**src/rtl/latch_write_sequencer_pkg.sv**
```systemverilog
// Shared types and helpers for the latch write sequencer: FSM state encoding,
// the address-to-enable decoder and a small constant helper for counter sizing.
package latch_seq_pkg;

    // Sequencer phases: wait for a request, settle d, open the latch, settle again.
    typedef enum logic [1:0] {
        IDLE   = 2'd0,
        SETUP  = 2'd1,
        ENABLE = 2'd2,
        HOLD   = 2'd3
    } seq_state_t;

    // Widest latch bank the decoder supports; callers cast the result down.
    localparam int unsigned MAX_LATCH = 32;

    // One-hot enable pattern for addr, or all zeros when addr is outside the bank.
    function automatic logic [MAX_LATCH-1:0] onehot_dec(
        input logic [31:0] addr,
        input int unsigned num_latch
    );
        logic [MAX_LATCH-1:0] vec;
        if (addr < num_latch) begin
            vec = {{(MAX_LATCH-1){1'b0}}, 1'b1} << addr;
        end else begin
            vec = {MAX_LATCH{1'b0}};
        end
        return vec;
    endfunction

    // Largest of three phase lengths, used to size the shared down-counter.
    function automatic int unsigned max3(
        input int unsigned a,
        input int unsigned b,
        input int unsigned c
    );
        int unsigned m;
        m = a;
        if (b > m) begin
            m = b;
        end else begin
            m = m;
        end
        if (c > m) begin
            m = c;
        end else begin
            m = m;
        end
        return m;
    endfunction

endpackage

```
**src/rtl/latch_write_sequencer.sv**
```systemverilog
// Drives a bank of transparent latches: each accepted write presents d for a
// setup window, pulses one enable bit, then keeps d stable for a hold window,
// so a latch never sees its data change while it is open.
module latch_write_sequencer
    import latch_seq_pkg::*;
#(
    parameter int WIDTH        = 8,
    parameter int NUM_LATCH    = 4,
    parameter int ADDR_W       = 2,
    parameter int SETUP_CYCLES = 1,
    parameter int ENA_CYCLES   = 2,
    parameter int HOLD_CYCLES  = 1
) (
    input  logic                 clk,
    input  logic                 reset,
    input  logic                 req_valid,
    output logic                 req_ready,
    input  logic [ADDR_W-1:0]    req_addr,
    input  logic [WIDTH-1:0]     req_data,
    output logic [WIDTH-1:0]     d,
    output logic [NUM_LATCH-1:0] ena,
    output logic                 busy,
    output logic                 done,
    output logic                 err
);

    // One counter serves all three timed phases, so size it for the longest.
    localparam int unsigned MAX_CYCLES = max3(SETUP_CYCLES, ENA_CYCLES, HOLD_CYCLES);
    localparam int          CNT_W      = $clog2(MAX_CYCLES + 1);

    localparam logic [CNT_W-1:0] SETUP_LOAD = CNT_W'(SETUP_CYCLES - 1);
    localparam logic [CNT_W-1:0] ENA_LOAD   = CNT_W'(ENA_CYCLES - 1);
    localparam logic [CNT_W-1:0] HOLD_LOAD  = CNT_W'(HOLD_CYCLES - 1);
    localparam logic [CNT_W-1:0] CNT_ONE    = CNT_W'(1'b1);
    localparam logic [CNT_W-1:0] CNT_ZERO   = {CNT_W{1'b0}};

    seq_state_t           state_r;
    logic [CNT_W-1:0]     cnt_r;
    logic [NUM_LATCH-1:0] sel_r;      // enable pattern of the write in flight
    logic                 oor_r;      // write in flight targets no latch
    logic [WIDTH-1:0]     d_r;
    logic [NUM_LATCH-1:0] ena_r;
    logic                 busy_r;
    logic                 done_r;
    logic                 err_r;

    logic                 ready_s;
    logic                 accept_s;
    logic                 cnt_zero_s;
    logic [NUM_LATCH-1:0] req_sel_s;
    logic                 req_oor_s;

    // Handshake and request decode; ready depends only on state and reset.
    always_comb begin
        ready_s    = (state_r == IDLE) && !reset;
        accept_s   = req_valid && ready_s;
        cnt_zero_s = (cnt_r == CNT_ZERO);
        req_sel_s  = NUM_LATCH'(onehot_dec(32'(req_addr), NUM_LATCH));
        req_oor_s  = (32'(req_addr) >= 32'(NUM_LATCH));
    end

    // Sequencer FSM with its phase counter and all registered outputs.
    always_ff @(posedge clk) begin
        if (reset) begin
            state_r <= IDLE;
            cnt_r   <= CNT_ZERO;
            sel_r   <= {NUM_LATCH{1'b0}};
            oor_r   <= 1'b0;
            d_r     <= {WIDTH{1'b0}};
            ena_r   <= {NUM_LATCH{1'b0}};
            busy_r  <= 1'b0;
            done_r  <= 1'b0;
            err_r   <= 1'b0;
        end else begin
            // Completion flags are single-cycle pulses unless re-raised below.
            done_r <= 1'b0;
            err_r  <= 1'b0;
            case (state_r)
                IDLE: begin
                    if (accept_s) begin
                        d_r     <= req_data;
                        sel_r   <= req_sel_s;
                        oor_r   <= req_oor_s;
                        cnt_r   <= SETUP_LOAD;
                        busy_r  <= 1'b1;
                        state_r <= SETUP;
                    end else begin
                        state_r <= IDLE;
                    end
                end
                SETUP: begin
                    if (cnt_zero_s) begin
                        // sel_r is all zeros for an out-of-range write.
                        ena_r   <= sel_r;
                        cnt_r   <= ENA_LOAD;
                        state_r <= ENABLE;
                    end else begin
                        cnt_r <= cnt_r - CNT_ONE;
                    end
                end
                ENABLE: begin
                    if (cnt_zero_s) begin
                        ena_r   <= {NUM_LATCH{1'b0}};
                        cnt_r   <= HOLD_LOAD;
                        state_r <= HOLD;
                    end else begin
                        cnt_r <= cnt_r - CNT_ONE;
                    end
                end
                HOLD: begin
                    if (cnt_zero_s) begin
                        busy_r  <= 1'b0;
                        done_r  <= 1'b1;
                        err_r   <= oor_r;
                        state_r <= IDLE;
                    end else begin
                        cnt_r <= cnt_r - CNT_ONE;
                    end
                end
                default: begin
                    ena_r   <= {NUM_LATCH{1'b0}};
                    busy_r  <= 1'b0;
                    cnt_r   <= CNT_ZERO;
                    state_r <= IDLE;
                end
            endcase
        end
    end

    assign req_ready = ready_s;
    assign d         = d_r;
    assign ena       = ena_r;
    assign busy      = busy_r;
    assign done      = done_r;
    assign err       = err_r;

endmodule

```
**config.mk**
```make
export PLATFORM = sky130hd
export DESIGN_NAME = latch_write_sequencer
export DESIGN_NICKNAME = d
export VERILOG_FILES = /design/src/rtl/latch_write_sequencer_pkg.sv /design/src/rtl/latch_write_sequencer.sv
export SDC_FILE = /design/constraint.sdc
export NUM_CORES = 1
export LEC_CHECK = 0
export CAP_MARGIN = 20
export CORE_MARGIN = 5
export CORE_UTILIZATION = 49
export CTS_BUF_LIST = sky130_fd_sc_hd__clkbuf_4 sky130_fd_sc_hd__clkbuf_8
export DETAILED_ROUTE_END_ITERATION = 8
export GPL_TIMING_DRIVEN = 1
export HOLD_SLACK_MARGIN = 0.02
export MAX_ROUTING_LAYER = met4
export PLACE_DENSITY = 0.82
export SLEW_MARGIN = 40
export SYNTH_ARGS = -nofsm -noshare
export SYNTH_HDL_FRONTEND = slang
export SYNTH_SLANG_ARGS = --single-unit
```
**constraint.sdc**
```tcl
create_clock -name clk -period 1.95 [get_ports clk]
set_clock_uncertainty 0.2 [all_clocks]
set_input_delay 0.2925 -clock clk [delete_from_list [all_inputs] [get_ports clk]]
set_output_delay 0.2925 -clock clk [all_outputs]
set_load 0.005 [all_outputs]
```
* Yosys cells after proc, flatten, opt, wreduce, memory -nomap -nowiden
Cells that the tools add are included.
Word-level totals: latch bits 0, memories kept 0, bits of input ports 13, ROM bits 0, word-level logic and storage cells 48, memory bits (writable) 0, bits in registers 22, output and inout bits 16
Operators by class: multiplexer cells 17, reductions and logical operators 13, bitwise gates (word level) 1, multiply operators 0, $lt $le $gt $ge 0, shift-type cells 1, divide/modulo/power cells 0, eq/ne operators 8, $add $sub $neg 1
Operator list (count):
- case mux 2 bit (4 select lines) | 2
- two-way mux 2 bit | 7
- != test 2 bit, second input constant | 5
- AND reduction 3 bit | 3
- two-way mux 4 bit | 2
- case mux 4 bit (2 select lines) | 1
- == test 2 bit, second input constant | 2
- logical NOT 2 bit | 2
- two-way mux 1 bit | 4
- AND reduction 2 bit | 2
- nonzero test 2 bit | 2
- << shifter 1 x 2 -> 4 bit, first input constant | 1
- == test 2 x 1 -> 1 bit, second input constant | 1
- logical AND 1 bit | 2
- case mux 1 bit (2 select lines) | 1
- OR reduction 2 bit | 1
- subtractor 2 x 1 -> 2 bit, second input constant | 1
- logical NOT 1 bit | 1
- inverter 1 bit | 1

* Longest topological paths before layout
word-level depth 5, depth in mapped cells 6

* Worst setup path before layout
Ideal clock, no wire load.
path type reg2reg, start point register state_r[0], end point register ena_r[0], in the netlist ena[0], period minus slack after synthesis 1623 ps, slack 327 ps, library setup time 60 ps, arrival 1363 ps, data required time 1690 ps, stages on the path, launching flop included 6, cells stage by stage dfxtp_1 -> inv_1 -> ha_1 -> or3_1 -> o31ai_1 -> a22o_1
On the way: word-level cells in the longest chain between the ends 3, elaborated cells between the ends (all ways) 7, those cells by class eq/ne (4); mux (1); reduce/logical (2)
Ends and longest elaborated chain:
- from (decl) | line latch_write_sequencer.sv:37 | seq_state_t state_r;
- from (signal assigned) | line latch_write_sequencer.sv:65 | state_r <= IDLE;
- from (signal assigned) | line latch_write_sequencer.sv:86 | state_r <= SETUP;
- from (signal assigned) | line latch_write_sequencer.sv:88 | state_r <= IDLE;
- == test 2 x 1 -> 1 bit or == test 2 bit (tied branches) | line latch_write_sequencer.sv:78 | case (state_r)
- != test 2 bit (no source line) or nonzero test 2 bit (tied branches)
- AND reduction 3 bit (no source line)
- to (signal assigned) | line latch_write_sequencer.sv:70 | ena_r <= {NUM_LATCH{1'b0}};
- to (signal assigned) | line latch_write_sequencer.sv:94 | ena_r <= sel_r;
- to (signal assigned) | line latch_write_sequencer.sv:103 | ena_r <= {NUM_LATCH{1'b0}};
- to (decl) | line latch_write_sequencer.sv:42 | logic [NUM_LATCH-1:0] ena_r;
Parallel ways exist; a longest one is shown, timed or not. A chain may end at the register's enable or synchronous reset.

* Worst setup path after layout
start point register state_r[0], end point output port req_ready
On the way: word-level cells in the longest chain between the ends 2
Ends and longest elaborated chain:
- logical NOT 2 bit | line latch_write_sequencer.sv:55 | ready_s = (state_r == IDLE) && !reset;
- logical AND 1 bit | line latch_write_sequencer.sv:55
- to (decl) | line latch_write_sequencer.sv:17 | output logic req_ready,
Every way passes these cells.

==> results <==
## through the flow
step | utilization (%) | setup WS [ps] | power, W
2_1_floorplan | - | 327 | 0.000584
3_3_place_gp | 68.4 | 65.2 | 0.000674
3_5_place_dp | 68.4 | 63.4 | 0.000681
4_1_cts | 71.6 | 140 | 0.00103
5_1_grt | 71.6 | 81.7 | 0.00107
6_report | 71.6 | 145 | 0.00102
## cell type report
cell class | count | area (sq um) | area share [%]
multi-input combinational | 74 | 534 | 37.3
sequential | 22 | 445 | 31.1
timing repair buffer | 33 | 314 | 21.9
inverter | 14 | 52.6 | 3.67
tap | 27 | 33.8 | 2.36
clock inverter | 1 | 30.0 | 2.10
clock buffer | 3 | 22.5 | 1.57
## report_power, final
part           leakage (nW)  internal [W]  switching, W  total [W]
logic                 0.373      0.000104     0.0000800   0.000184
registers             0.181      0.000474     0.0000154   0.000490
clock network        0.0279      0.000208      0.000142   0.000350
## layer usage
| metal | vias to the layer above | global-route usage, % | part of all wire (%) |
|---|---|---|---|
| met4 | 0 | 6.78 | 0.80 |
| li1 | 456 | - | - |
| met3 | 2 | 2.52 | 3.6 |
| met5 | - | - | 0 |
| met1 | 434 | 18.0 | 43 |
| met2 | 21 | 30.4 | 53 |
## critical path, cell delays in order (launching register included)
cell and delay (ps):
dfxtp_4 380, inv_2 50, ha_1 200, nor2b_1 120, dlygate4sd2_1 260
## registers in the layout, indices dropped and copies added (netlist names)
register	count
d	8
busy	1
state_r	2
sel_r	4
cnt_r	2
ena	4
done	1
## logic make-up after synthesis
group	count (synthesis)	share of synthesized area, %
AO/OA/AOI/OAI	30	18.0
buffers and inverters	19	7.37
AND/OR/NAND/NOR	34	21.8
other	1	0.356
adder cells (fa/ha/maj)	9	10.7
flip-flops	22	41.9
## final timing paths
check / endpoint / startpoint / cells past startpoint / slack, ps
hold reg to reg: sel_r[2] / sel_r[2] / 2 / 270
setup reg to reg: ena[1] / cnt_r[0] / 4 / 220
hold / removal: sel_r[2] / sel_r[2] / 2 / 270
setup / recovery: req_ready / state_r[0] / 4 / 140
## synth_stat cells
library cell  number  area (sq um)
a211o_1            1          8.76
a21oi_1            7          35.0
a22o_1             4          35.0
a2bb2oi_1          1          8.76
and2_1             1          6.26
buf_2              2          10.0
buf_4              1          7.51
clkbuf_1           2          7.51
conb_1             1          3.75
dfxtp_1           22           440
ha_1               9           113
inv_1             14          52.6
nand2_1            5          18.8
nand2b_1           1          6.26
nand3b_1           8          60.1
nand3b_4           1          20.0
nor2_1             2          7.51
nor2b_1            6          37.5
nor3_1             3          15.0
nor4b_2            1          15.0
o21ai_0           13          65.1
o221a_2            1          11.3
o31ai_1            1          7.51
o41ai_1            2          17.5
or2_2              2          12.5
or3_1              2          12.5
or3b_1             2          17.5
## repair_timing
action | CTS | global route
endpoints found under the setup margin | 1 | 0
gates resized for setup | 6 | 0
buffers inserted | 1 | 0
endpoints found under the hold margin | 0 | 0
==> impl_results.md <==
- Core Region: between 2000 and 2500 sq um
- Total Nets Final: 170
- Vias in the first global route: 937
- Syn_area_per_cell: roughly 9 sq um
- DR pass1 iterations: 4
- CP endpoint kind: output port
- CTS tree: yes
- Die ar.: about 3200 sq um
- Non-Filler Instances: ~170
- H-Tree Level Count: 1
- Number of buffers created by CTS: 3
- F_max: between 500 and 600 MHz
- Initial antenna violation count: 0
- Crit path launch type: register
- Power Dens Cells: roughly 700 nW/um^2
- RePlAce Congestion: 0.833
- Post-DRT Antenna Nets: 0
- # fillers: roughly 150
- Final Hold Slack: around 270 ps
- Layout cells sized above 1: between 10 and 15%
- Cell area after synthesis: about 1100 sq um
- Final hold violation count: 0
- CTS Hold Bufs: 0
- Status: finished clean
- Max Cap Viol: 0
- Final min period: between 1500 and 2000 ps
- DP Cell Count: around 170
- Fin area: 1430 sq um
- Largest net degree at the start of global routing: 18
- Final TNS setup: 0 ps
- Diodes inserted: 0
- Hpwl dp: between 1500 and 2000 microns
- DRC violations left: 0
- Gr ovfl total: 0
- Distinct cells, synth: 27
- PortBufs: 27
- Post-Syn Nets: ~140
- RSZ-0062 raised after global routing: false
- Routed vias: ~900
- Post-synthesis sequential area ratio: a little over two fifths
- Clock Sinks: 22
- Placement Cell Area: between 1000 and 1500 sq um
- Worst endpoint required time: approximately 1500 ps
- Worst-path fanout max: 3
- Worst-path clk slew: approximately 130 ps
- Worst Path Arrival: between 1000 and 1500 ps
- Latest clock arrival within the worst-skew pair: 310 ps
- Final Cycle Share: just over 90%
- Die Span Y: around 56 microns
- # setup viols final: 0
- Average wire per standard cell: approximately 14 microns
- Post-Route WL: around 2400 microns
- Root Driver: clkbuf_4
- WS Path Type: reg -> out
- Most common cell after layout, fill and taps aside: clkdlybuf4s50_1
- Syn-to-layout area delta: 36.1%
- Chip width: around 56 microns
- Peak supply drop: between 500 and 600 uV
- Pins over their slew limit: 0
- Leakage: 0.582 nW
- Top-Level Pins: 29
- First-pass GRT wire length: roughly 4200 microns
- Global Route Usage Sum: between 10% and 20%
- Rows: 16
- Starting density of the core: approximately 53%
- YS warnings: 0
- Number of register bits inferred by synthesis: 22
- Vias/cell: roughly 5.2
- Initial DRC count: 12
- CTS Buffer Depth: 2
- Worst hold path type: reg -> reg
- Post-Synthesis Cells: about 120
- Leading cell types in the layout, fill and taps excluded: clkdlybuf4s50_1, dfxtp_1, o21ai_0
(Power assumes the default switching activity.)
